`src/rtl/reg_file_mp.sv`:
```
// reg_file_mp: multi-read-port, single-write-port register file with byte
// enables, write-first forwarding, per-port read-valid, an optional second
// output stage and a zero-fill sequencer that runs after every reset.

// One read port: carries the looked-up word through one or two output stages.
// Data holds its last value whenever no new word arrives.
module reg_file_mp_rdport #(
    parameter int DATA_WIDTH = 32,
    parameter int OUT_REG    = 0
) (
    input  logic                  clk,
    input  logic                  resetn,
    input  logic                  accept,
    input  logic [DATA_WIDTH-1:0] word,
    output logic [DATA_WIDTH-1:0] rd_data,
    output logic                  rd_valid
);
    localparam int STAGES = (OUT_REG != 0) ? 2 : 1;

    logic [STAGES-1:0]                 vld_pipe_d, vld_pipe_q;
    logic [STAGES-1:0][DATA_WIDTH-1:0] dat_pipe_d, dat_pipe_q;

    // Shift the valid bit along; each data stage loads only when its feeder is valid.
    always_comb begin
        vld_pipe_d    = '0;
        dat_pipe_d    = dat_pipe_q;
        vld_pipe_d[0] = accept;
        if (accept) dat_pipe_d[0] = word;
        for (int s = 1; s < STAGES; s++) begin
            vld_pipe_d[s] = vld_pipe_q[s-1];
            if (vld_pipe_q[s-1]) dat_pipe_d[s] = dat_pipe_q[s-1];
        end
    end

    // Pipeline registers; reset drops any in-flight read and zeroes the data.
    always_ff @(posedge clk) begin
        if (!resetn) begin
            vld_pipe_q <= '0;
            dat_pipe_q <= '0;
        end else begin
            vld_pipe_q <= vld_pipe_d;
            dat_pipe_q <= dat_pipe_d;
        end
    end

    assign rd_data  = dat_pipe_q[STAGES-1];
    assign rd_valid = vld_pipe_q[STAGES-1];
endmodule

module reg_file_mp #(
    parameter int DATA_WIDTH    = 32,
    parameter int ADDR_WIDTH    = 4,
    parameter int NUM_RD        = 2,
    parameter int BYTE_WIDTH    = 8,
    parameter int OUT_REG       = 0,
    parameter int INIT_ON_RESET = 1
) (
    input  logic                             clk,
    input  logic                             resetn,
    input  logic [NUM_RD-1:0]                rd_req,
    input  logic [NUM_RD*ADDR_WIDTH-1:0]     rd_addr,
    output logic [NUM_RD*DATA_WIDTH-1:0]     rd_data,
    output logic [NUM_RD-1:0]                rd_valid,
    input  logic                             wr_req,
    input  logic [ADDR_WIDTH-1:0]            wr_addr,
    input  logic [DATA_WIDTH-1:0]            wr_data,
    input  logic [DATA_WIDTH/BYTE_WIDTH-1:0] wr_be,
    output logic                             init_done
);
    localparam int DEPTH  = 1 << ADDR_WIDTH;
    localparam int NUM_BE = DATA_WIDTH / BYTE_WIDTH;

    typedef enum logic {ST_INIT, ST_READY} state_e;

    state_e                  state_d, state_q;
    logic [ADDR_WIDTH-1:0]   ptr_d, ptr_q;
    logic                    ready, fill_we;

    logic [DATA_WIDTH-1:0]   mem [DEPTH];
    logic                    wr_fire;
    logic [DATA_WIDTH-1:0]   wr_merged;
    logic                    mem_we;
    logic [ADDR_WIDTH-1:0]   mem_waddr;
    logic [DATA_WIDTH-1:0]   mem_wdata;

    logic [NUM_RD-1:0][ADDR_WIDTH-1:0] rd_addr_a;
    logic [NUM_RD-1:0][DATA_WIDTH-1:0] rd_word;
    logic [NUM_RD-1:0]                 rd_accept;

    // State and clear-pointer registers.
    always_ff @(posedge clk) begin
        if (!resetn) begin
            state_q <= ST_INIT;
            ptr_q   <= '0;
        end else begin
            state_q <= state_d;
            ptr_q   <= ptr_d;
        end
    end

    // Next state: walk the pointer over every word, then sit in READY until reset.
    always_comb begin
        state_d = state_q;
        ptr_d   = ptr_q;
        case (state_q)
            ST_INIT: begin
                if (INIT_ON_RESET != 0) begin
                    ptr_d = ptr_q + 1'b1;
                    if (&ptr_q) state_d = ST_READY;
                end else begin
                    state_d = ST_READY;
                end
            end
            default: state_d = ST_READY;
        endcase
    end

    // FSM outputs: fill strobe during INIT, request gating in READY.
    always_comb begin
        ready   = (state_q == ST_READY);
        fill_we = (state_q == ST_INIT) && (INIT_ON_RESET != 0);
    end

    assign init_done = ready;
    assign wr_fire   = ready && wr_req;

    // Byte-lane merge of the write data into the currently stored word.
    always_comb begin
        wr_merged = mem[wr_addr];
        for (int j = 0; j < NUM_BE; j++) begin
            if (wr_be[j]) wr_merged[j*BYTE_WIDTH +: BYTE_WIDTH] = wr_data[j*BYTE_WIDTH +: BYTE_WIDTH];
        end
    end

    // Single memory write port shared by the zero-fill and normal writes.
    always_comb begin
        mem_we    = resetn && (fill_we || (wr_fire && (|wr_be)));
        mem_waddr = fill_we ? ptr_q : wr_addr;
        mem_wdata = fill_we ? '0 : wr_merged;
    end

    // Storage array; deliberately unreset, defined by the fill sequence.
    always_ff @(posedge clk) begin
        if (mem_we) mem[mem_waddr] <= mem_wdata;
    end

    // Per-port lookup with write-first forwarding of the merged word.
    always_comb begin
        rd_addr_a = rd_addr;
        rd_word   = '0;
        for (int i = 0; i < NUM_RD; i++) begin
            if (wr_fire && (rd_addr_a[i] == wr_addr)) rd_word[i] = wr_merged;
            else                                      rd_word[i] = mem[rd_addr_a[i]];
        end
        rd_accept = rd_req & {NUM_RD{ready}};
    end

    for (genvar i = 0; i < NUM_RD; i++) begin : g_rd
        reg_file_mp_rdport #(
            .DATA_WIDTH (DATA_WIDTH),
            .OUT_REG    (OUT_REG)
        ) u_port (
            .clk      (clk),
            .resetn   (resetn),
            .accept   (rd_accept[i]),
            .word     (rd_word[i]),
            .rd_data  (rd_data[i*DATA_WIDTH +: DATA_WIDTH]),
            .rd_valid (rd_valid[i])
        );
    end
endmodule
```
`config.mk`:
```
export PLATFORM = sky130hd
export DESIGN_NAME = reg_file_mp
export DESIGN_NICKNAME = d
export VERILOG_FILES = /design/src/rtl/reg_file_mp.sv
export SDC_FILE = /design/constraint.sdc
export NUM_CORES = 1
export LEC_CHECK = 0
export BUFFER_PORTS_ARGS = -buffer_cell sky130_fd_sc_hd__buf_4
export CAP_MARGIN = 20
export CORE_MARGIN = 2
export CORE_UTILIZATION = 42
export DETAILED_ROUTE_END_ITERATION = 10
export GPL_ROUTABILITY_DRIVEN = 0
export PLACE_DENSITY = 0.6
export SETUP_SLACK_MARGIN = 0.02
export SLEW_MARGIN = 20
export SYNTH_ARGS = -nofsm -noshare
export SYNTH_HDL_FRONTEND = slang
export SYNTH_SLANG_ARGS = --single-unit
```
`constraint.sdc`:
```
create_clock -name clk -period 5.6 [get_ports clk]
set_clock_uncertainty 0.1 [all_clocks]
set_input_delay 0.56 -clock clk [delete_from_list [all_inputs] [get_ports clk]]
set_output_delay 0.56 -clock clk [all_outputs]
set_load 0.005 [all_outputs]
```
==> Word-level counts from Yosys, hierarchy flattened <==
Memory sizes are Yosys's and may differ from the RTL's.
Cells that the tools add are included.
{ "classes": {"add_sub_neg": 1, "n_mul": 0, "div_mod_pow": 0, "order_cmp": 0, "n_eq_ne": 2, "shift": 0, "n_mux": 12, "bitwise": 2, "n_reduce_logical": 8} }
{ "op_table": {"columns": ["operator", "n"], "rows": [
  ["32-bit 2-to-1 mux", 3],
  ["8-bit 2-to-1 mux", 4],
  ["4-bit equality test", 2],
  ["1-bit logical AND", 5],
  ["4-bit by 1-bit adder with 4-bit output (second input constant)", 1],
  ["1-bit 2-to-1 mux", 4],
  ["4-bit 2-to-1 mux", 1],
  ["4-bit AND reduction", 1],
  ["4-bit OR reduction", 1],
  ["2-bit AND", 1],
  ["1-bit logical OR", 1],
  ["1-bit inverter", 1]
]} }
{ "totals": {"register_bits": 71, "latch_bits": 0, "ramBits": 512, "romBits": 0, "in_bits": 53, "output_inout_bits": 67, "wordCells": 32, "memories": 1} }
{ "mem_list": {"columns": ["name", "words", "width", "read_ports", "rd_clocked_by_memory_dff", "wr", "line", "text"], "rows": [
  ["mem", 16, 32, 3, 0, 1, "79", "logic [DATA_WIDTH-1:0] mem [DEPTH];"]
]} }

==> Logic depth before layout (Yosys ltp) <==
{ "depth": {"ltp_word": 6, "ltp_mapped": 9} }

==> Hierarchy <==
From an unflattened synthesis, not the netlist that was laid out.
{ "unflattened": {"cells_unflattened": 2042, "hier_area_um2": 31285.0} }
{ "by_module_without_submodules": {"columns": ["mod", "instances", "cells_per_inst", "area_per_inst_um2", "seq_area_each_um2"], "rows": [
  ["reg_file_mp", 1, 1832, 28745.1, 15474.8],
  ["reg_file_mp_rdport", 2, 105, 1270.0, 660.6]
]} }

==> Worst setup path after synthesis <==
Ideal clock, no wire load.
{ "synth_path": {"path_type": "input port to flip-flop", "startpoint": "input port wr_addr[1]", "endpoint": "memory mem[0][0] (enable)", "setup_ps": 421, "arrival_time_ps": 2761, "t_required_ps": 5079, "setup_slack_ps": 2317, "path_stages": 6, "path_cell_list": "buf_4 buf_4 buf_4 mux2i_1 nand3_1 nor2_1"} }
{ "synth_via": {"elab_chain_cells": 1} }
{ "synth_lines": {"columns": ["element", "line", "text"], "rows": [
  ["start: declaration", "65", "input logic [ADDR_WIDTH-1:0] wr_addr,"],
  ["4-bit 2-to-1 mux", "138", "mem_waddr = fill_we ? ptr_q : wr_addr;"],
  ["end: declaration", "79", null]
]} }
Every way passes these cells.

==> Worst setup path after layout <==
{ "layout_path": {"startpoint": "register state_q (netlist: init_done)", "endpoint": "memory mem[4][27] (enable)"} }
{ "layout_via": {"elab_chain_cells": 6, "elab_cells_between_ends": 8, "cone_classes": "mux: 3; bitwise: 1; reduce/logical: 4"} }
{ "layout_lines": {"columns": ["element", "line", "text"], "rows": [
  ["start: declaration", "75", "state_e state_d, state_q;"],
  ["start signal: assignment", "96", "state_q <= state_d;"],
  ["1-bit logical AND", "125", "assign wr_fire = ready && wr_req;"],
  ["1-bit logical AND", "137", "mem_we = resetn && (fill_we || (wr_fire && (|wr_be)));"],
  ["1-bit logical OR", "137", null],
  ["1-bit logical AND", "137", null],
  ["1-bit 2-to-1 mux", "144", "if (mem_we) mem[mem_waddr] <= mem_wdata;"],
  ["1-bit 2-to-1 mux (not written as such)", "144", null]
]} }
Parallel ways exist; a longest one is shown, timed or not.

==> impl_metrics.prom <==
# TYPE chip_impl_metric gauge
chip_impl_info{name="tritoncts",value="yes"} 1
chip_impl_info{name="startpoint_class",value="flip-flop"} 1
chip_impl_metric{name="post_route_cells_drive_above_1_share",unit="%"} 33.7
chip_impl_info{name="top_signal_layer_used",value="met5"} 1
chip_impl_metric{name="antenna_found_initial",unit=""} 2
chip_impl_metric{name="route.vias.total",unit=""} 20258
chip_impl_metric{name="routedLengthMet1",unit="um"} 39000
chip_impl_metric{name="whs",unit="ps"} 112
chip_impl_info{name="rsz_0062_raised_after_global_routing",value="no"} 1
chip_impl_info{name="outcome",value="completed"} 1
chip_impl_metric{name="cts_max_path_buffers",unit=""} 3
chip_impl_metric{name="post-place-cells",unit=""} 2805
chip_impl_metric{name="effective_utilization_at_floorplan",unit="%"} 42.6
chip_impl_metric{name="max_slew_vio_count",unit=""} 0
chip_impl_metric{name="max_slew_margin",unit="%"} 23.9
chip_impl_metric{name="fin_crit",unit="ps"} 3450
chip_impl_metric{name="die_x",unit="um"} 274
chip_impl_metric{name="detail_route.iter0.violations",unit=""} 2460
chip_impl_metric{name="critical_path.max_fanout",unit=""} 25
chip_impl_metric{name="route.detailed.wl_per_inst",unit="um"} 35.1
chip_impl_metric{name="total_negative_slack",unit="ps"} 0
chip_impl_metric{name="detailedPlacementHpwl",unit="um"} 58200
chip_impl_metric{name="maxCapViolCount",unit=""} 0
chip_impl_info{name="timing.critical_path.slowest_stage_cell",value="sky130_fd_sc_hd__dfxtp_1"} 1
chip_impl_metric{name="power_per_cell_area",unit="nW/um^2"} 295
chip_impl_info{name="worst_hold_check_path_type",value="in -> reg"} 1
chip_impl_metric{name="drt_pre_antenna_iters",unit=""} 5
chip_impl_metric{name="synth_sequential_area_ratio",unit="%"} 54.9
chip_impl_info{name="synth.top_cells.by_area",value="sky130_fd_sc_hd__edfxtp_1 (50%), sky130_fd_sc_hd__mux4_2 (24%), sky130_fd_sc_hd__mux2i_1 (5.0%)"} 1
chip_impl_metric{name="grt-ovfl-total",unit=""} 0
chip_impl_info{name="crit_path_cell_trace",value="nor2b_1, a21oi_1, nand3_1, nor2_4, buf_4"} 1
chip_impl_metric{name="ant_nets",unit=""} 0
chip_impl_metric{name="synthesis.nets",unit=""} 1917
chip_impl_metric{name="required",unit="ps"} 5730
chip_impl_metric{name="design.final.nets",unit=""} 1978
chip_impl_metric{name="std_cell_rows",unit=""} 98
chip_impl_metric{name="die-area",unit="um^2"} 75000
chip_impl_metric{name="critical_path_at",unit="ps"} 3580
chip_impl_info{name="commonest_register_cell_after_synthesis",value="sky130_fd_sc_hd__edfxtp_1"} 1
chip_impl_info{name="clk_root_buffer_cell",value="sky130_fd_sc_hd__clkbuf_16"} 1
chip_impl_metric{name="vdd_ir_drop_max",unit="uV"} 243
chip_impl_metric{name="buffer_ports.inserted",unit=""} 119
chip_impl_metric{name="chipHeight",unit="um"} 274
chip_impl_metric{name="detail_route.drc_violations",unit=""} 0
chip_impl_metric{name="edff_count_synth",unit=""} 512
chip_impl_info{name="timing.setup.critical_path_class",value="reg -> reg"} 1
chip_impl_metric{name="timing.final.hold_violations",unit=""} 0
chip_impl_metric{name="cp_slowest_stage_delay",unit="ps"} 910
chip_impl_metric{name="synthToLayoutAreaGrowth",unit="%"} 13.7
chip_impl_metric{name="syn-cell-area",unit="um^2"} 30600
chip_impl_metric{name="core-area",unit="um^2"} 71900
chip_impl_metric{name="first_global_vias",unit=""} 20698
chip_impl_metric{name="ant_cells",unit=""} 0
chip_impl_metric{name="numClockSinks",unit=""} 583
chip_impl_metric{name="grt_start_max_net_pins",unit=""} 101
chip_impl_metric{name="ctsHoldBuffers",unit=""} 0
chip_impl_info{name="synth_common_cells",value="sky130_fd_sc_hd__edfxtp_1 (512), sky130_fd_sc_hd__mux4_2 (320), sky130_fd_sc_hd__a22oi_1 (176)"} 1
chip_impl_metric{name="post_synthesis_sequential_element_count",unit=""} 583
chip_impl_info{name="synth_largest_area_cell",value="sky130_fd_sc_hd__edfxtp_1"} 1
chip_impl_metric{name="drt-vias-per-instance",unit=""} 6.92
chip_impl_metric{name="netlist-cell-type-count",unit=""} 41
chip_impl_info{name="yosys.cell_count.top_type",value="sky130_fd_sc_hd__edfxtp_1"} 1
chip_impl_metric{name="final_core_utilization",unit="%"} 48.4
chip_impl_metric{name="count_of_buffers_added_by_post_cts_timing_repair_for_setup",unit=""} 0
chip_impl_metric{name="final-instance-count-excl-fill",unit=""} 2928
chip_impl_metric{name="route.met2.wl",unit="um"} 49100
chip_impl_metric{name="later_pin_clock_latency_in_the_skew_report",unit="ps"} 610
chip_impl_metric{name="n_fill_cell",unit=""} 6025
chip_impl_metric{name="wire_length_of_the_first_global_routing_pass",unit="um"} 146000
chip_impl_metric{name="worst-r2r-setup-slack",unit="ps"} 2150
chip_impl_metric{name="cts.repair.resized",unit=""} 0
chip_impl_metric{name="yosys.area.top_type_share",unit="%"} 50.2
chip_impl_metric{name="worst_pin_slew",unit="ps"} 1140
chip_impl_metric{name="asyncSetResetFlopFracSynth",unit="%"} 0
chip_impl_metric{name="route.final.wire_length",unit="um"} 103000
chip_impl_metric{name="postSynthCellCount",unit=""} 1863
chip_impl_metric{name="yosysWarningCount",unit=""} 0
chip_impl_metric{name="h_tree_depth",unit=""} 3
chip_impl_metric{name="grt_util_all_layers",unit="%"} 27.5
chip_impl_metric{name="syn_avg_cell_area",unit="um^2"} 16.4
chip_impl_metric{name="fin_crit_sh",unit="%"} 61.7
chip_impl_metric{name="routed-wl-met3",unit="um"} 10600
chip_impl_metric{name="finalSetupViolations",unit=""} 0
chip_impl_metric{name="cts_made_buffers",unit=""} 66
chip_impl_metric{name="boundaryPins",unit=""} 120
chip_impl_metric{name="max_freq",unit="MHz"} 290
chip_impl_info{name="end_kind",value="flip-flop"} 1
chip_impl_metric{name="clkSlewWorstSetupHoldPaths",unit="ps"} 60
chip_impl_metric{name="power.static_leakage",unit="nW"} 11.8
[routing by layer]
layer | GRT usage (%) | up-vias
met5 | 0 | -
met4 | 11.0 | 2
met3 | 5.54 | 263
met2 | 44.2 | 1324
met1 | 36.8 | 10617
li1 | - | 8052
[state kept, by name, summed over array words and instances (netlist names)]
register              count
ptr_q                     4
g_rd.u_port.rd_data      64
init_done                 1
g_rd.u_port.rd_valid      2
mem                     512
[logic make-up (layout without fill, tap and decap cells)]
kind of cell	count (synthesis)	count (layout)	synth area share, %
compound gates	387	387	9.77
xor+xnor	10	10	0.335
fa+ha+maj	1	1	0.0409
buf+inv	210	325	3.56
flops	583	583	54.9
mux	475	475	28.6
simple gates	197	197	2.80
[per-stage QoR]
step	power (mW)	cell area, um^2	setup WS [ps]
floorplan	5.51	30600	2320
global placement	5.81	32500	1610
detailed placement	5.81	32500	1600
CTS	10.3	34800	2220
global route	10.5	34800	2010
finish	10.3	34800	2150
[cell usage in the layout (no fill, tap or decap), types with 4 or more instances in the layout]
| cell type | synthesis | layout |
|---|---|---|
| sky130_fd_sc_hd__nand2b_1 | 12 | 12 |
| sky130_fd_sc_hd__mux4_2 | 320 | 320 |
| sky130_fd_sc_hd__nand3_1 | 8 | 8 |
| sky130_fd_sc_hd__clkinv_2 | 0 | 8 |
| sky130_fd_sc_hd__nor2b_4 | 0 | 6 |
| sky130_fd_sc_hd__dfxtp_1 | 71 | 71 |
| sky130_fd_sc_hd__and2_2 | 0 | 5 |
| sky130_fd_sc_hd__clkbuf_16 | 0 | 68 |
| sky130_fd_sc_hd__clkbuf_1 | 81 | 12 |
| sky130_fd_sc_hd__o221ai_1 | 52 | 52 |
| sky130_fd_sc_hd__a22oi_1 | 176 | 176 |
| sky130_fd_sc_hd__mux2i_1 | 154 | 154 |
| sky130_fd_sc_hd__bufinv_16 | 0 | 8 |
| sky130_fd_sc_hd__a22o_1 | 8 | 8 |
| sky130_fd_sc_hd__xnor2_1 | 8 | 8 |
| sky130_fd_sc_hd__a21oi_1 | 89 | 89 |
| sky130_fd_sc_hd__inv_1 | 25 | 25 |
| sky130_fd_sc_hd__nor2_4 | 0 | 21 |
| sky130_fd_sc_hd__a221o_1 | 24 | 24 |
| sky130_fd_sc_hd__a221oi_1 | 8 | 8 |
| sky130_fd_sc_hd__buf_4 | 35 | 160 |
| sky130_fd_sc_hd__clkbuf_8 | 0 | 10 |
| sky130_fd_sc_hd__or2_2 | 4 | 4 |
| sky130_fd_sc_hd__clkinv_1 | 0 | 9 |
| sky130_fd_sc_hd__buf_12 | 0 | 10 |
| sky130_fd_sc_hd__edfxtp_1 | 512 | 512 |
| sky130_fd_sc_hd__nor2_1 | 84 | 60 |
| sky130_fd_sc_hd__nand2_1 | 65 | 65 |
| sky130_fd_sc_hd__o221ai_2 | 20 | 20 |
[worst max-delay path: cells and delay by family (launching register included)]
family / cells / cell delay (ps)
flops: 1 / 910
compound gates: 1 / 230
simple gates: 3 / 1080
buf+inv: 1 / 630
[final cells by class]
type	instances	area [um^2]	area share (%)
multi-input cells	1070	12900	37.2
inverters	27	101	0.291
well taps	950	1190	3.42
clock buffers	88	1860	5.34
flip-flops and latches	583	16800	48.3
clock inverters	34	414	1.19
repair buffers	176	1490	4.29
[where the power goes]
| part | leakage (nW) | switching, mW | internal, mW | total [mW] |
|---|---|---|---|---|
| sequential | 5.35 | 0.0312 | 4.72 | 4.75 |
| combinational | 5.38 | 0.566 | 0.420 | 0.985 |
| clock | 1.11 | 1.81 | 2.72 | 4.53 |
[path summary, 6_finish.rpt]
path,to,startpoint,cells after the start
setup / recovery,mem[4][27]$_DFFE_PP_,init_done$_SDFF_PN0_,5
hold / removal,g_rd[1].u_port.rd_valid$_SDFF_PN0_,rd_req[1],2
setup reg to reg,mem[4][27]$_DFFE_PP_,init_done$_SDFF_PN0_,5
hold reg to reg,ptr_q[0]$_SDFFE_PN0N_,ptr_q[0]$_SDFFE_PN0N_,2
(Power assumes the default switching activity.)
